$ cat src/rtl/seg_pkg.sv
// Shared seven-segment types and the active-high hex glyph table.
// Bit order is {g,f,e,d,c,b,a}; b and d use lowercase glyphs.
package seg_pkg;

    typedef logic [6:0] seg_t;

    localparam seg_t SEG_HEX [16] = '{
        7'h3F, 7'h06, 7'h5B, 7'h4F,
        7'h66, 7'h6D, 7'h7D, 7'h07,
        7'h7F, 7'h6F, 7'h77, 7'h7C,
        7'h39, 7'h5E, 7'h79, 7'h71
    };

    localparam seg_t SEG_BLANK = 7'h00;

    function automatic seg_t seg_pol(input seg_t s, input logic al);
        return al ? ~s : s;
    endfunction

endpackage

$ cat src/rtl/hex_to_seg7.sv
// Combinational nibble to active-high segment pattern decoder.
module hex_to_seg7
    import seg_pkg::*;
(
    input  logic [3:0] i_nib,
    output seg_t       o_seg
);

    assign o_seg = SEG_HEX[i_nib];

endmodule

$ cat src/rtl/seven_seg_scan.sv
// Time-multiplexed scan controller for a multi-digit seven-segment display
// with frame-synchronous shadow capture, blink and PWM brightness.
module seven_seg_scan
    import seg_pkg::*;
#(
    parameter int NUM_DIGITS = 8,
    parameter int SCAN_LOG2  = 14,
    parameter int BRIGHT_W   = 4,
    parameter int BLINK_LOG2 = 5,
    parameter int ACTIVE_LOW = 1
) (
    input  logic                      clk_100mhz,
    input  logic                      sys_rst,
    input  logic [4*NUM_DIGITS-1:0]   val_in,
    input  logic [NUM_DIGITS-1:0]     dp_in,
    input  logic [NUM_DIGITS-1:0]     blank_in,
    input  logic [NUM_DIGITS-1:0]     blink_in,
    input  logic [BRIGHT_W-1:0]       bright_in,
    input  logic                      update_in,
    output logic [NUM_DIGITS-1:0]     an_out,
    output logic [6:0]                cat_out,
    output logic                      dp_out,
    output logic                      frame_out
);

    localparam int DIG_W = (NUM_DIGITS > 1) ? $clog2(NUM_DIGITS) : 1;
    localparam logic [DIG_W-1:0] LAST_DIG = DIG_W'(NUM_DIGITS - 1);
    localparam logic AL = (ACTIVE_LOW != 0);
    localparam logic [NUM_DIGITS-1:0] AN_OFF = {NUM_DIGITS{AL}};
    localparam seg_t CAT_OFF = seg_pol(SEG_BLANK, AL);

    logic [DIG_W-1:0]        r_digit;
    logic [SCAN_LOG2-1:0]    r_dwell;
    logic                    r_pend;
    logic [BLINK_LOG2:0]     r_blink_cnt;
    logic [4*NUM_DIGITS-1:0] r_val_sh;
    logic [NUM_DIGITS-1:0]   r_dp_sh;
    logic [NUM_DIGITS-1:0]   r_blank_sh;
    logic [NUM_DIGITS-1:0]   r_blink_sh;

    logic [NUM_DIGITS-1:0]   r_an;
    seg_t                    r_cat;
    logic                    r_dp;
    logic                    r_frame;

    logic                    w_dwell_wrap;
    logic                    w_boundary;
    logic                    w_capture;
    logic                    w_blink_off;
    logic                    w_guard_ok;
    logic                    w_bright_ok;
    logic                    w_lit;
    logic [3:0]              w_nib;
    seg_t                    w_seg;
    logic [NUM_DIGITS-1:0]   w_onehot;

    assign w_dwell_wrap = &r_dwell;
    assign w_boundary   = w_dwell_wrap && (r_digit == LAST_DIG);
    assign w_capture    = w_boundary && (r_pend || update_in);
    assign w_blink_off  = r_blink_cnt[BLINK_LOG2];

    always_ff @(posedge clk_100mhz or posedge sys_rst) begin
        if (sys_rst) begin
            r_digit <= '0;
            r_dwell <= '0;
        end else begin
            r_dwell <= r_dwell + 1'b1;
            if (w_dwell_wrap) begin
                r_digit <= (r_digit == LAST_DIG) ? '0 : r_digit + 1'b1;
            end
        end
    end

    // Requests merge into pend; the inputs present at the boundary win.
    always_ff @(posedge clk_100mhz or posedge sys_rst) begin
        if (sys_rst) begin
            r_pend <= 1'b0;
        end else if (w_boundary) begin
            r_pend <= 1'b0;
        end else if (update_in) begin
            r_pend <= 1'b1;
        end
    end

    always_ff @(posedge clk_100mhz or posedge sys_rst) begin
        if (sys_rst) begin
            r_val_sh   <= '0;
            r_dp_sh    <= '0;
            r_blank_sh <= '1;
            r_blink_sh <= '0;
        end else if (w_capture) begin
            r_val_sh   <= val_in;
            r_dp_sh    <= dp_in;
            r_blank_sh <= blank_in;
            r_blink_sh <= blink_in;
        end
    end

    always_ff @(posedge clk_100mhz or posedge sys_rst) begin
        if (sys_rst) begin
            r_blink_cnt <= '0;
        end else if (w_boundary) begin
            r_blink_cnt <= r_blink_cnt + 1'b1;
        end
    end

    // Dwell slot 0 stays dark so the anode switch never ghosts.
    assign w_guard_ok  = (r_dwell != '0);
    assign w_bright_ok = (r_dwell[SCAN_LOG2-1 -: BRIGHT_W] <= bright_in);
    assign w_lit       = w_guard_ok && w_bright_ok &&
                         !r_blank_sh[r_digit] &&
                         !(r_blink_sh[r_digit] && w_blink_off);

    assign w_nib    = r_val_sh[4*r_digit +: 4];
    assign w_onehot = NUM_DIGITS'(1) << r_digit;

    hex_to_seg7 u_dec (
        .i_nib (w_nib),
        .o_seg (w_seg)
    );

    always_ff @(posedge clk_100mhz or posedge sys_rst) begin
        if (sys_rst) begin
            r_an    <= AN_OFF;
            r_cat   <= CAT_OFF;
            r_dp    <= AL;
            r_frame <= 1'b0;
        end else begin
            r_an    <= w_lit ? (w_onehot ^ AN_OFF) : AN_OFF;
            r_cat   <= w_lit ? seg_pol(w_seg, AL) : CAT_OFF;
            r_dp    <= AL ^ (w_lit & r_dp_sh[r_digit]);
            r_frame <= w_boundary;
        end
    end

    assign an_out    = r_an;
    assign cat_out   = r_cat;
    assign dp_out    = r_dp;
    assign frame_out = r_frame;

endmodule

$ cat config.mk
export PLATFORM = sky130hd
export DESIGN_NAME = seven_seg_scan
export DESIGN_NICKNAME = d
export VERILOG_FILES = /design/src/rtl/seg_pkg.sv /design/src/rtl/hex_to_seg7.sv /design/src/rtl/seven_seg_scan.sv
export SDC_FILE = /design/constraint.sdc
export NUM_CORES = 1
export LEC_CHECK = 0
export ABC_AREA = 1
export ABC_CLOCK_PERIOD_IN_PS = 2900
export BUFFER_PORTS_ARGS = -buffer_cell sky130_fd_sc_hd__buf_2
export CORE_AREA = 2 2 130 82
export DETAILED_ROUTE_END_ITERATION = 8
export DIE_AREA = 0 0 132 84
export PLACE_DENSITY = 0.75
export SETUP_SLACK_MARGIN = 0.15
export SLEW_MARGIN = 30
export SYNTH_ARGS = -nofsm -noshare
export SYNTH_HDL_FRONTEND = slang
export SYNTH_SLANG_ARGS = --single-unit
$ cat constraint.sdc
create_clock -name clk_100mhz -period 2.9 [get_ports clk_100mhz]
set_input_delay 0.58 -clock clk_100mhz [delete_from_list [all_inputs] [get_ports clk_100mhz]]
set_output_delay 0.58 -clock clk_100mhz [all_outputs]
set_load 0.02 [all_outputs]
==> flow_summary.toml <==
[cells_and_area]
regArea_um2 = 2460
layout-drive-gt1-share = 0.200
insertedDiodeCount = 0
fin_nets = 768
area_growth_syn_to_layout_pct = 16.0
nFillCells = 920
multi_input_area_um2 = 2110
fin_util = 0.568
stdcell_count = 830

[run_status]
status = "finished, final reports clean"

[pwr]
powerDensity_nw_per_um2 = 456
p_leak_uw = 0.00308
power_frac_comb = 0.034
vdd_drop_max_mv = 0.296
intPower_uw = 2030
switching_share = 0.221
p_seq_frac = 0.522
p_switching_uw = 575
clkPwrFrac = 0.445

[clock_tree]
post_cts_resize_count = 0
clock_latency_ns = 0.35
tritoncts = "built"
cts_setup_buffers = 0
cts.reportedPaths.clkPinSlew_ns = 0.07
cts_buffers = 9
htreeDepth = 3
clock_sinks = 97
clock_path_buffers = 2
cts_hold_buffers = 0
cts-root-buf = "clkbuf_16"

[detailed_routing]
first_pass_iters = 5
antenna_left = 0
drt_iter0_drc = 338
drt_wl_total_um = 11100
drt-met1-wl_um = 5510
highest_layer = "met4"
vias = 4211
routed-wl-met2_um = 4620
met3WireLength_um = 818
post_drt_wl_per_cell_um = 13.3
viasPerCell = 5.07
drc = 0

[sta]
finalHoldViolCount = 0
rsz0062_at_grt = "no"
fin_crit_ns = 2.33
finalMaxSlewViolations = 0
skew_ns = 0.00653
setup_viol = 0
max_freq_ghz = 0.429
fin_hold_ws_ns = 0.167
finalCritPeriodShare = 0.804
slew_headroom = 0.588
worstMarginPinSlew_ns = 0.615
tns_ns = 0

[global_route]
grt_pass1_vias = 4009
grt_max_degree = 88
grt.total_usage = 0.215
grt_pass1_wl_um = 19100
grt-ovfl-total = 0
antenna_found_initial = 0

[worst_setup_path]
cp.required_ns = 3.16
crit_top_cell = "nand3_1"
cp_slowest_stage_delay_ns = 0.48
crit_fanout = 20
critical_path_depth = 11
cp.arrival_ns = 2.60
crit_path_end_kind = "flop"
crit_chain = "inv_1 -> nand2_1 -> nand3_1 -> nand3_1 -> nand2_1 -> inv_1 -> ha_1 -> inv_1 -> nand3_1 -> nand3_1 -> nand3_1"
critical_path_class = "reg -> reg"
cp_slowest_cell = "dfrtp_1"
crit_buf_inv = 3
reg2regPathDepth = 11
cp-start-kind = "flop"
critPathTopFamily = "simple AND/OR/NAND/NOR gates"

[floorplan]
design.die.area_um2 = 11100
die_w_um = 132
core-area_um2 = 10100
die-height_um = 84
initial_core_util = 0.489
rows = 29
top_level_ports = 80

[worst_hold_path]
hp-class = "in -> async"

[synthesis]
syn_nets = 698
synth_cell_types = 25
synth-seq-cells = 97
syn_avg_cell_area_um2 = 7.99
yosys_warnings = 0
synth.cell_area_um2 = 4920
syn_inst = 616
yosysSeqAreaShare = 0.499

[placed_design]
port_buffers = 79
place_inst = 814
finalWeightedCongestion = 0.841
post-dp-hpwl_um = 7950

[run]
maxCapViolCount = 0
final timing paths:
path	startpoint	endpoint	slack, ns
max in group asynchronous	sys_rst	r_blank_sh[1]	1.99
worst min register to register	r_blank_sh[5]	r_blank_sh[5]	0.46
worst max register to register	r_digit[0]	cat_out[0]	0.57
worst min-delay path	sys_rst	r_dwell[13]	0.17
worst max-delay path	r_digit[0]	cat_out[0]	0.57
min in group clk_100mhz	blank_in[2]	r_blank_sh[2]	0.44
routing by layer:
metal  global-route usage  vias up
met5                    0        -
met4               0.0504        0
met3               0.0613       15
met2                0.311      149
met1                0.320     1969
li1                     -     2078
sequential cells by signal (all words and copies together), names as in the netlist:
name and flops:
r_dp_sh 8, r_pend 1, r_val_sh 32, cat_out 7, dp_out 1, r_dwell 14, r_blink_cnt 6, r_blank_sh 8
an_out 8, frame_out 1, r_blink_sh 8, r_digit 3
cell usage in the layout, fill, tap and decap left out, types with 2 or more instances in the layout:
cell	n
nand2_1	232
nand3_1	109
buf_2	79
dfrtp_1	73
inv_1	48
nor2_1	29
dfstp_2	24
ha_1	19
xor2_1	11
o21ai_0	10
clkbuf_16	10
buf_4	8
xnor2_1	6
nor3_1	5
clkinv_2	4
a21oi_1	4
nand4_1	3
nand2_2	3
nor2_2	2
a32o_1	2
Yosys cell counts, drive strengths merged:
library cell  instances  area, µm²
nand2               236        898
nand3               109        546
dfrtp                73       1830
inv                  50        188
nor2                 31        121
dfstp                24        631
ha                   19        238
clkbuf               16       60.1
buf                  13       96.3
xor2                 11       96.3
o21ai                10       50.1
nor3                  6       41.3
xnor2                 6       52.6
a21oi                 4       20.0
nand4                 3       18.8
a32o                  2       20.0
clkinv                2       8.75
nor3b                 1       7.51
power groups by stage:
stage               clock (µW)  combinational (µW)  sequential (µW)
finish                    1160                88.2             1360
CTS                       1180                90.9             1360
global placement             0                87.3             1380
detailed placement           0                90.8             1380
global route              1240                 100             1360
floorplan                    0                28.2             1390
logic make-up after synthesis:
kind of cell	Yosys count	synth area share
AO/OA/AOI/OAI	16	0.0183
XOR/XNOR	17	0.0303
flip-flops	97	0.499
adder cells (fa/ha/maj)	19	0.0483
AND/OR/NAND/NOR	386	0.332
buffers and inverters	81	0.0717
stage by stage:
step / cell area [µm²] / power (µW) / worst slack [ns]
5_1_grt: 5710 / 2690 / 0.347
4_1_cts: 5710 / 2630 / 0.588
3_3_place_gp: 5420 / 1470 / 0.719
3_5_place_dp: 5420 / 1470 / 0.594
6_report: 5710 / 2610 / 0.569
2_1_floorplan: 4920 / 1420 / 0.901
worst register-to-register path: stages, from the launching register on:
cell	delay (ns)
dfrtp_1	0.48
inv_1	0.48
nand2_1	0.11
nand3_1	0.09
nand3_1	0.09
nand2_1	0.24
inv_1	0.13
ha_1	0.24
inv_1	0.10
nand3_1	0.10
nand3_1	0.11
nand3_1	0.08
area by class of cell:
type / instances / share of cell area
Timing Repair Buffer: 88 / 0.0833
Clock buffer: 10 / 0.0438
Tap cell: 139 / 0.0305
Clock inverter: 6 / 0.00680
Sequential cell: 97 / 0.431
Inverter: 52 / 0.0351
Multi-Input combinational cell: 438 / 0.370
(Power assumes the default switching activity.)
